[src/rtl/rvh_l1d_mshr_pool.sv]
// L1D miss-status holding register pool: slot allocation, in-order L2 AR issue, flush tracking.
// Optional address-match lookup enabled by defining RVH_L1D_MSHR_ADDR_MATCH_EN.
module rvh_l1d_mshr_pool #(
  parameter int N_MSHR      = 4,
  parameter int LINE_ADDR_W = 50,
  parameter int PAYLOAD_W   = 64,
  parameter int BANK_ID     = 0,
  localparam int IDW        = (N_MSHR > 1) ? $clog2(N_MSHR) : 1
) (
  input  logic                          clk,
  input  logic                          rst,
  input  logic                          alloc_valid_i,
  output logic                          alloc_ready_o,
  output logic [IDW-1:0]                alloc_id_o,
  input  logic [LINE_ADDR_W-1:0]        alloc_paddr_i,
  input  logic                          alloc_need_fetch_i,
  input  logic [PAYLOAD_W-1:0]          alloc_payload_i,
  input  logic [LINE_ADDR_W-1:0]        lookup_paddr_i,
  output logic                          lookup_hit_o,
  output logic [IDW-1:0]                lookup_id_o,
  input  logic                          dealloc_valid_i,
  input  logic [IDW-1:0]                dealloc_id_i,
  input  logic                          rob_flush_i,
  output logic                          l2_arvalid_o,
  input  logic                          l2_arready_i,
  output logic [LINE_ADDR_W+5:0]        l2_ar_addr_o,
  output logic [7:0]                    l2_ar_id_o,
  output logic [7:0]                    l2_ar_len_o,
  output logic [2:0]                    l2_ar_size_o,
  output logic [1:0]                    l2_ar_burst_o,
  output logic [N_MSHR-1:0]             slot_valid_o,
  output logic [N_MSHR-1:0]             slot_sent_o,
  output logic [N_MSHR-1:0]             slot_no_resp_o,
  output logic [N_MSHR*PAYLOAD_W-1:0]   slot_payload_o,
  output logic                          full_o,
  output logic                          empty_o
);

  localparam int CW = $clog2(N_MSHR + 1);
  localparam logic [3:0] BANK_NIB = 4'(BANK_ID);

  logic [N_MSHR-1:0]      valid_q, sent_q, no_resp_q;
  logic [LINE_ADDR_W-1:0] addr_q    [N_MSHR];
  logic [PAYLOAD_W-1:0]   payload_q [N_MSHR];
  logic [IDW-1:0]         iq_q      [N_MSHR];
  logic [IDW-1:0]         head_q, tail_q;
  logic [CW-1:0]          cnt_q;

  logic [IDW-1:0]    free_id;
  logic [IDW-1:0]    head_slot;
  logic [N_MSHR-1:0] alloc_onehot;
  logic              alloc_fire, push, pop, head_live, ar_fire;

  // Lowest-index free slot, derived from registered valid bits only.
  always_comb begin
    free_id = '0;
    for (int i = N_MSHR - 1; i >= 0; i--) begin
      if (!valid_q[i]) free_id = IDW'(i);
    end
  end

  assign full_o        = &valid_q;
  assign empty_o       = ~|valid_q;
  assign alloc_ready_o = ~full_o;
  assign alloc_id_o    = free_id;
  assign alloc_fire    = alloc_valid_i & alloc_ready_o;
  assign alloc_onehot  = alloc_fire ? (N_MSHR'(1) << free_id) : '0;
  assign push          = alloc_fire & alloc_need_fetch_i;

  // A head entry whose slot was freed (or already sent) is stale and pops without an AR.
  assign head_slot    = iq_q[head_q];
  assign head_live    = valid_q[head_slot] & ~sent_q[head_slot];
  assign l2_arvalid_o = (cnt_q != '0) & head_live;
  assign ar_fire      = l2_arvalid_o & l2_arready_i;
  assign pop          = (cnt_q != '0) & (~head_live | l2_arready_i);

  assign l2_ar_addr_o  = {addr_q[head_slot], 6'b0};
  assign l2_ar_id_o    = {BANK_NIB, 4'(head_slot)};
  assign l2_ar_len_o   = 8'd7;
  assign l2_ar_size_o  = 3'd3;
  assign l2_ar_burst_o = 2'b01;

  assign slot_valid_o   = valid_q;
  assign slot_sent_o    = sent_q;
  assign slot_no_resp_o = no_resp_q;

  always_comb begin
    slot_payload_o = '0;
    for (int i = 0; i < N_MSHR; i++) begin
      slot_payload_o[i*PAYLOAD_W +: PAYLOAD_W] = payload_q[i];
    end
  end

  function automatic logic [IDW-1:0] ptr_inc(input logic [IDW-1:0] p);
    return (p == IDW'(N_MSHR - 1)) ? '0 : p + 1'b1;
  endfunction

  always_ff @(posedge clk) begin
    if (rst) begin
      valid_q   <= '0;
      sent_q    <= '0;
      no_resp_q <= '0;
      head_q    <= '0;
      tail_q    <= '0;
      cnt_q     <= '0;
    end else begin
      if (dealloc_valid_i) valid_q[dealloc_id_i] <= 1'b0;
      if (ar_fire) sent_q[head_slot] <= 1'b1;
      if (alloc_fire) begin
        valid_q[free_id]   <= 1'b1;
        sent_q[free_id]    <= 1'b0;
        no_resp_q[free_id] <= 1'b0;
      end
      // Flush overrides the no_resp clear of a slot allocated in the same cycle.
      if (rob_flush_i) no_resp_q <= no_resp_q | valid_q | alloc_onehot;
      if (push) tail_q <= ptr_inc(tail_q);
      if (pop)  head_q <= ptr_inc(head_q);
      cnt_q <= cnt_q + CW'(push) - CW'(pop);
    end
  end

  always_ff @(posedge clk) begin
    if (alloc_fire) begin
      addr_q[free_id]    <= alloc_paddr_i;
      payload_q[free_id] <= alloc_payload_i;
    end
    if (push) iq_q[tail_q] <= free_id;
  end

`ifdef RVH_L1D_MSHR_ADDR_MATCH_EN
  always_comb begin
    lookup_hit_o = 1'b0;
    lookup_id_o  = '0;
    for (int i = N_MSHR - 1; i >= 0; i--) begin
      if (valid_q[i] && (addr_q[i] == lookup_paddr_i)) begin
        lookup_hit_o = 1'b1;
        lookup_id_o  = IDW'(i);
      end
    end
  end
`else
  logic unused_lookup;
  assign unused_lookup = ^lookup_paddr_i;
  assign lookup_hit_o  = 1'b0;
  assign lookup_id_o   = '0;
`endif

endmodule

[config.mk]
export PLATFORM = sky130hd
export DESIGN_NAME = rvh_l1d_mshr_pool
export DESIGN_NICKNAME = d
export VERILOG_FILES = /design/src/rtl/rvh_l1d_mshr_pool.sv
export SDC_FILE = /design/constraint.sdc
export NUM_CORES = 1
export LEC_CHECK = 0
export CAP_MARGIN = 10
export CORE_AREA = 4 4 201 203
export CTS_CLUSTER_DIAMETER = 120
export DETAILED_ROUTE_END_ITERATION = 12
export DIE_AREA = 0 0 205 207
export GPL_ROUTABILITY_DRIVEN = 0
export PLACE_DENSITY = 0.79
export SYNTH_ARGS = -nofsm -noshare
export SYNTH_HDL_FRONTEND = slang
export SYNTH_SLANG_ARGS = --single-unit
[constraint.sdc]
create_clock -name clk -period 10.15 [get_ports clk]
set_clock_uncertainty 0.1 [all_clocks]
set_input_delay 2.03 -clock clk [delete_from_list [all_inputs] [get_ports clk]]
set_output_delay 2.03 -clock clk [all_outputs]
set_load 0.02 [all_outputs]
**Word-level counts from Yosys, hierarchy flattened**

Memories as Yosys holds them, arrays and structs flattened. A register that Yosys moved wholly into a read port is not among the register bits.
Index checks and enable logic that the tools add are counted.

- Flip-flop bits (word level): 19
- Memory bits (writable): 464
- Output and inout bits: 354
- Memories kept: 3

Memory list:

| name | depth | width | rd ports | clocked after memory_dff | write ports | line | RTL |
|---|---|---|---|---|---|---|---|
| payload_q | 4 | 64 | 4 | 0 | 1 | 44 | `logic [PAYLOAD_W-1:0] payload_q [N_MSHR];` |
| addr_q | 4 | 50 | 1 | 0 | 1 | 43 | `logic [LINE_ADDR_W-1:0] addr_q [N_MSHR];` |
| iq_q | 4 | 2 | 1 | 1 | 1 | 45 | `logic [IDW-1:0] iq_q [N_MSHR];` |

- Shift operators: 1
- Magnitude comparators: 6
- Equality and inequality tests: 2
- Bitwise logic cells: 19
- Reductions and logical operators: 8
- Muxes and demuxes: 31
- Add/sub/neg operators: 4

Operators with widths:

| kind | number |
|---|---|
| $mux 4 | 9 |
| $mux 2 | 8 |
| $or 4x4->4 | 4 |
| $and 4x4->4 | 3 |
| $lt 2x3->1 const B | 3 |
| $mux 1 | 9 |
| $not 4->4 | 2 |
| $and 1x1->1 | 6 |
| $demux 1 s2 | 3 |
| $ge 2x1->1 const B | 3 |
| $add 2x1->2 const B | 2 |
| $bmux 1 s2 | 2 |
| $eq 2x2->1 const B | 2 |
| $reduce_and 4->1 | 1 |
| $reduce_or 4->1 | 1 |
| $shl 1x2->4 const A | 1 |
| $add 3x1->3 | 1 |
| $logic_and 1x1->1 | 3 |
| $not 1->1 | 3 |
| $reduce_bool 3->1 | 1 |
| $sub 3x1->3 | 1 |
| $reduce_bool 2->1 | 1 |
| $logic_not 1->1 | 1 |
| $or 1x1->1 | 1 |

**Depth between registers and ports, before layout**

Gate-level depths: netlist of run 1.

- Word-level depth: 12
- Gate-level depth with buffers: 13
- Depth with buffers taken out: 13

**Worst setup path after synthesis of run 1**

Ideal clock, no wire load.

- Path kind: input to register
- Start point: input alloc_valid_i
- End point: register no_resp_q[0] (netlist: slot_no_resp_o[0])
- Setup time: 0.381 ns
- Buffers on the path: 0
- Stages on the path: 2
- Required time: 9.669 ns
- Slack: 2.109 ns
- Arrival: 7.560 ns
- Cells stage by stage: nor2b_1 a221oi_1

- Longest elaborated chain between the ends: 4

Ends and longest elaborated chain:

| item | line | RTL |
|---|---|---|
| start, declared | 12 | `input logic alloc_valid_i,` |
| $and 1x1->1 (*) | 66 | `assign alloc_fire = alloc_valid_i & alloc_ready_o;` |
| $mux 4 | 67 | `assign alloc_onehot = alloc_fire ? (N_MSHR'(1) << free_id) : '0;` |
| $or 4x4->4 | 115 | `if (rob_flush_i) no_resp_q <= no_resp_q \| valid_q \| alloc_onehot;` |
| $mux 4 | 115 |  |
| end signal, assigned | 115 |  |
| end, declared | 42 | `logic [N_MSHR-1:0] valid_q, sent_q, no_resp_q;` |

Every way passes the cells marked *; elsewhere a longest branch is shown, timed or not.
A chain may end at the register's enable or synchronous reset.

==> summary.md, run 1 <==
| Metric | Value |
|---|---|
| Seq/Total Area, Yosys | 0.869 |
| Pin count of the biggest net entering global routing | 74 |
| Startpoint types | register |
| CP required | 8.02 ns |
| CP Data Arrival Time | 3.55 ns |
| Worst skew pair latency | 0.55 ns |
| Core Region | 38500 µm² |
| Reg area | 14400 µm² |
| Placed Cells | 1650 |
| Reg power frac | 0.461 |
| Detail Route Antenna Nets | 0 |
| First DRT Iteration DRCs | 453 |
| Grt total ovfl | 0 |
| Fraction of synthesized area in multiplexers | 0.0721 |
| Synth Area in Adders | 0.00652 |
| Filler Cell Count | 2722 |
| Router iterations before antenna repair | 5 |
| Largest family of logic cells by synthesized area | multiplexers |
| Worst Hold Margin | 0.367 ns |
| Comb power frac | 0.212 |
| Crit. End Element | primary output |
| Sw power | 1280 µW |
| Final Hold Viols | 0 |
| DP HPWL | 28200 µm |
| Prevailing post-synth register cell | edfxtp_1 |
| Clk slew on worst S/H paths | 0.06 ns |
| Root buffer cell | clkbuf_16 |
| Worst-Margin Slew | 1.04 ns |
| Clk buf depth | 3 |
| Int Power | 3700 µW |
| Die H | 207 µm |
| Nets@finish | 1362 |
| PnR worst setup slack | 4.47 ns |
| Post-CTS sizing | 0 |
| Global Route Usage Sum | 0.195 |
| Die footprint | 42400 µm² |
| Synth Area in Compound Gates | 0.0130 |
| Hold buffer count at cts | 0 |
| Post-synth ARST share | 0 |
| Post-Syn Instances | 693 |
| Worst hold path type | register to register |
| Slew headroom | 0.307 |
| Critical path class | register to primary output |
| H-Tree Depth | 2 |
| Sw Ratio | 0.257 |
| CP max stage delay | 0.75 ns |
| Pleak | 0.00763 µW |
| RSZ-0062 raised after global routing | no |
| Final setup viols | 0 |
| Post-Synth Simple-Gate Area | 0.0159 |
| Post-route insts no fill | 1734 |
| Slowest cell on crit path | mux4_4 |
| Max-slew violation count | 0 |
| Number of synthesized flops with an enable pin | 464 |
| Global-route wire length before repair | 61300 µm |
| Max Clk Rate | 176 MHz |
| Vias in the first global route | 9117 |
| Max-Cap Viols | 0 |
| Final worst path period share | 0.560 |
| CP cell instances | mux4_4, buf_4, mux4_2, clkdlybuf4s50_1 |
| Post-route minimum period | 5.69 ns |
| P per Cell Area | 217 nW/µm² |
| CTS tree | yes |
| Max FO, Critical Path | 36 |
| Die W | 205 µm |
| Post-synthesis instance area | 16500 µm² |
| Footprint of the multi-input gates | 1920 µm² |
| Status | finished, final reports clean |
| CTS Buf Count | 47 |
| Setup TNS | 0 ns |
| Hold path start | slot_no_resp_o[0]$_SDFFE_PP0P_ |
| Share of layout cells above drive strength 1 | 0.107 |
| Ports | 527 |
| CTS Sinks | 485 |
| Initial Util | 0.429 |
| # rows | 72 |
| Port bufs | 448 |
| Post-synth cell types | 37 |
| DR vias/cell | 4.91 |
| Area Growth Syn to Fin | 39.1% |
| Share of total power in the clock network | 0.327 |
| DRC Markers | 0 |
| DR vias | 8519 |
| Routed wire per std cell | 24.2 µm |
| YS warnings | 0 |
| Final WL | 41900 µm |
| Peak VDD IR | 185 µV |
| Initial antenna violation count | 5 |
| Syn_area_per_cell | 23.8 µm² |
| Synth Register Bits | 485 |
| Setup Buffers After CTS | 0 |
| XOR/XNOR Fraction of Synth Area | 0.00106 |
| Worst slack at placement | 4.89 ns |
final cells by class:
| class | instances | area share |
|---|---|---|
| clock buffer | 66 | 0.0570 |
| tap | 518 | 0.0282 |
| clock inverter | 17 | 0.00572 |
| antenna | 1 | 0.000109 |
| sequential | 485 | 0.625 |
| multi-input combinational | 177 | 0.0837 |
| timing repair buffer | 457 | 0.198 |
| inverter | 13 | 0.00234 |
worst max-delay path, delay by kind of cell (launching register included):
family | cells | cell delay [ns]
muxes | 2 | 1.34
DFF | 1 | 0.36
buffers and inverters | 2 | 1.23
path summary, 6_finish.rpt:
check	endpoint	slack (ns)	depth (start not counted)
hold reg to reg	slot_no_resp_o[0]$_SDFFE_PP0P_	0.37	2
hold / removal	slot_no_resp_o[0]$_SDFFE_PP0P_	0.37	2
setup reg to reg	cnt_q[2]$_SDFF_PP0_	6.14	12
setup / recovery	l2_ar_addr_o[16]	4.47	4
power groups by stage:
| stage | registers (µW) | clock network, µW | logic [µW] |
|---|---|---|---|
| final | 2300 | 1630 | 1060 |
| after floorplan | 2380 | 0 | 582 |
| after global placement | 2330 | 0 | 1070 |
| after detailed placement | 2340 | 0 | 1080 |
| after CTS | 2300 | 1670 | 1080 |
| after global routing | 2300 | 1750 | 1120 |
layout by cell type, fill, tap and decap left out, types with 2 or more instances in the layout:
cell and instances:
clkinvlp_4 2, a21oi_1 11, dfxtp_1 21, a211oi_1 2
nor2_4 2, inv_6 2, clkbuf_1 15, o21ai_0 9
clkdlybuf4s50_1 448, ha_1 7, mux4_2 50, nor2b_1 7
nand2b_1 5, clkinv_2 6, nor2_1 8, clkinv_1 5
clkbuf_16 49, and2_1 4, a31oi_1 3, a311oi_1 2
nand2_1 10, edfxtp_1 464, conb_1 28, inv_1 11
buf_4 9, mux2i_1 3, nand3_1 3, a211o_1 2
and3_1 2, nor3_1 7, clkbuf_8 2
state kept, by name (all words and copies together), names as in the netlist, named ones only:
register / flops
payload_q: 256
addr_q: 200
iq_q: 8
slot_no_resp_o: 4
slot_sent_o: 4
slot_valid_o: 4
cnt_q: 3
head_q: 2
tail_q: 2
synth_stat cells (4+ instances only):
library cell / count / share of area
nand2b_1: 5 / 0.0019
nand2_1: 10 / 0.0023
nor2_1: 10 / 0.0023
dfxtp_1: 21 / 0.025
inv_1: 12 / 0.0027
mux4_2: 51 / 0.070
ha_1: 7 / 0.0053
nor2b_1: 8 / 0.0030
buf_4: 28 / 0.013
o21ai_0: 9 / 0.0027
edfxtp_1: 464 / 0.84
nor3_1: 7 / 0.0021
and2_1: 4 / 0.0015
clkbuf_1: 7 / 0.0016
a21oi_1: 11 / 0.0033
buf_6: 5 / 0.0034
metrics by stage:
stage	instance area, µm²	total power [µW]	util
2_1_floorplan	16600	2960	-
3_3_place_gp	21500	3400	0.560
3_5_place_dp	21500	3410	0.560
4_1_cts	23000	5050	0.597
5_1_grt	23000	5180	0.597
6_report	23000	4980	0.597
layer usage:
layer  wire, µm  vias up  track usage
li1           -     3730            -
met1      14700     4365        0.223
met2      21900      361        0.337
met3       4440       57       0.0804
met4        886        6       0.0534
met5         41        -            0
cell families (layout without fill, tap and decap cells):
family | count (synthesis) | after routing
multiplexers | 55 | 55
other | 2 | 29
adder cells (fa/ha/maj) | 8 | 8
XOR/XNOR | 2 | 2
flip-flops | 485 | 485
AND/OR/NAND/NOR | 52 | 52
AO/OA/AOI/OAI | 32 | 32
buffers and inverters | 57 | 553
Note: power is estimated with default switching activity, not from simulation.
==> run 2, diff against run 1 <==
- clock period: 10.15 -> 5.55 ns (I/O delays scaled with it)
==> summary.md, run 2 (synthesized netlist as in run 1, its figures left out) <==
| Metric | Value |
|---|---|
| CTS tree | yes |
| Status | finished, final reports clean |
| Worst skew pair latency | 0.56 ns |
| Root buffer cell | clkbuf_16 |
| CP bufs+invs | 2 |
| Peak VDD IR | 329 µV |
| Share of layout cells above drive strength 1 | 0.108 |
| Port bufs | 448 |
| Router iterations before antenna repair | 4 |
| Max Clk Rate | 212 MHz |
| Pleak | 0.00770 µW |
| Hold buffer count at cts | 0 |
| Area Growth Syn to Fin | 40.1% |
| Final WL | 41700 µm |
| Die W | 205 µm |
| Post-CTS sizing | 0 |
| Most frequent cells in the layout | edfxtp_1 (464), clkdlybuf4s50_1 (448), mux4_2 (50), clkbuf_16 (50), conb_1 (28) |
| Routed wire per std cell | 24.0 µm |
| Initial Util | 0.429 |
| DP HPWL | 27600 µm |
| Largest registers | payload_q: 256 flops, addr_q: 200 flops, iq_q: 8 flops |
| Slowest cell on crit path | mux4_4 |
| Worst slack at placement | 1.27 ns |
| Commonest non-fill, non-tap cell in the layout | edfxtp_1 |
| Global Route Usage Sum | 0.193 |
| CTS Sinks | 485 |
| DR vias/cell | 4.91 |
| CP max stage delay | 1.07 ns |
| Worst-Margin Slew | 1.01 ns |
| Biggest register | payload_q |
| DR vias | 8530 |
| Final Hold Viols | 0 |
| CP required | 4.34 ns |
| CP Data Arrival Time | 3.51 ns |
| RSZ-0062 raised after global routing | no |
| Total power | 9350 µW |
| Post-route insts no fill | 1738 |
| Die footprint | 42400 µm² |
| Filler Cell Count | 2752 |
| Die H | 207 µm |
| Critical path class | register to primary output |
| Nets@finish | 1364 |
| Vias in the first global route | 9086 |
| Startpoint types | register |
| PnR worst setup slack | 0.835 ns |
| Grt total ovfl | 0 |
| CP cell instances | mux4_4, buf_4, mux4_2, clkdlybuf4s50_1 |
| Max FO, Critical Path | 48 |
| Worst hold path type | register to register |
| Post-route minimum period | 4.72 ns |
| P per Cell Area | 404 nW/µm² |
| Setup Buffers After CTS | 0 |
| Pin count of the biggest net entering global routing | 116 |
| DRC Markers | 0 |
| Max-slew violation count | 0 |
| Clk slew on worst S/H paths | 0.06 ns |
| Crit. End Element | primary output |
| Clk buf depth | 3 |
| Core Region | 38500 µm² |
| Max-Cap Viols | 0 |
| Final setup viols | 0 |
| H-Tree Depth | 2 |
| First DRT Iteration DRCs | 406 |
| Final worst path period share | 0.850 |
| Slew headroom | 0.324 |
| # rows | 72 |
| CTS Buf Count | 49 |
| CP delay by family, top | multiplexers |
| Detail Route Antenna Nets | 0 |
| Ports | 527 |
| Initial antenna violation count | 5 |
| Global-route wire length before repair | 61100 µm |
| Max FFs per register | 256 |
| Setup TNS | 0 ns |
| Placed Cells | 1650 |
## run 2: worst paths after layout
path / startpoint / endpoint / slack, ns / depth (start not counted)
worst max-delay path: register / l2_ar_addr_o[26] / 0.83 / 4
worst min-delay path: slot_no_resp_o[1]$_SDFFE_PP0P_ / slot_no_resp_o[1]$_SDFFE_PP0P_ / 0.36 / 2
worst max register to register: register / cnt_q[2]$_SDFF_PP0_ / 1.85 / 11
worst min register to register: slot_no_resp_o[1]$_SDFFE_PP0P_ / slot_no_resp_o[1]$_SDFFE_PP0P_ / 0.36 / 2
## run 2: through the flow
step                 util  hold WS, ns  cell area (µm²)
finish              0.601        0.360            23100
CTS                 0.601        0.359            23100
detailed placement  0.560        0.352            21600
global route        0.601        0.401            23100
global placement    0.560        0.352            21600
floorplan               -        0.368            16600
## run 2: routing by layer
| metal | up-vias | GRT usage | part of all wire |
|---|---|---|---|
| met5 | - | 0 | 0.00098 |
| met4 | 6 | 0.0490 | 0.024 |
| met3 | 69 | 0.0851 | 0.11 |
| met2 | 383 | 0.332 | 0.52 |
| met1 | 4336 | 0.223 | 0.35 |
| li1 | 3736 | - | - |
## run 2: final cells by class
type,count,area [µm²],share of cell area
Multi-Input combinational cell,177,1920,0.0831
Timing Repair Buffer,457,4580,0.198
Tap cell,518,648,0.0280
Inverter,13,53.8,0.00233
Sequential cell,485,14400,0.621
Clock buffer,58,1280,0.0554
Clock inverter,28,290,0.0125
Antenna cell,2,5.00,0.000216
## run 2: worst reg2reg max path, stage by stage, from the launching register on
cell	delay (ns)
dfxtp_1	0.40
mux4_4	1.11
nor2b_1	0.34
a221oi_4	0.33
ha_1	0.30
inv_1	0.06
ha_1	0.13
inv_1	0.05
fa_1	0.37
xor2_1	0.19
xnor2_1	0.14
nor2_1	0.06
## run 2: power breakdown
group	total, µW	switching (µW)	internal [µW]
clock	3200	1320	1880
sequential	4200	49.5	4150
combinational	1950	1020	930
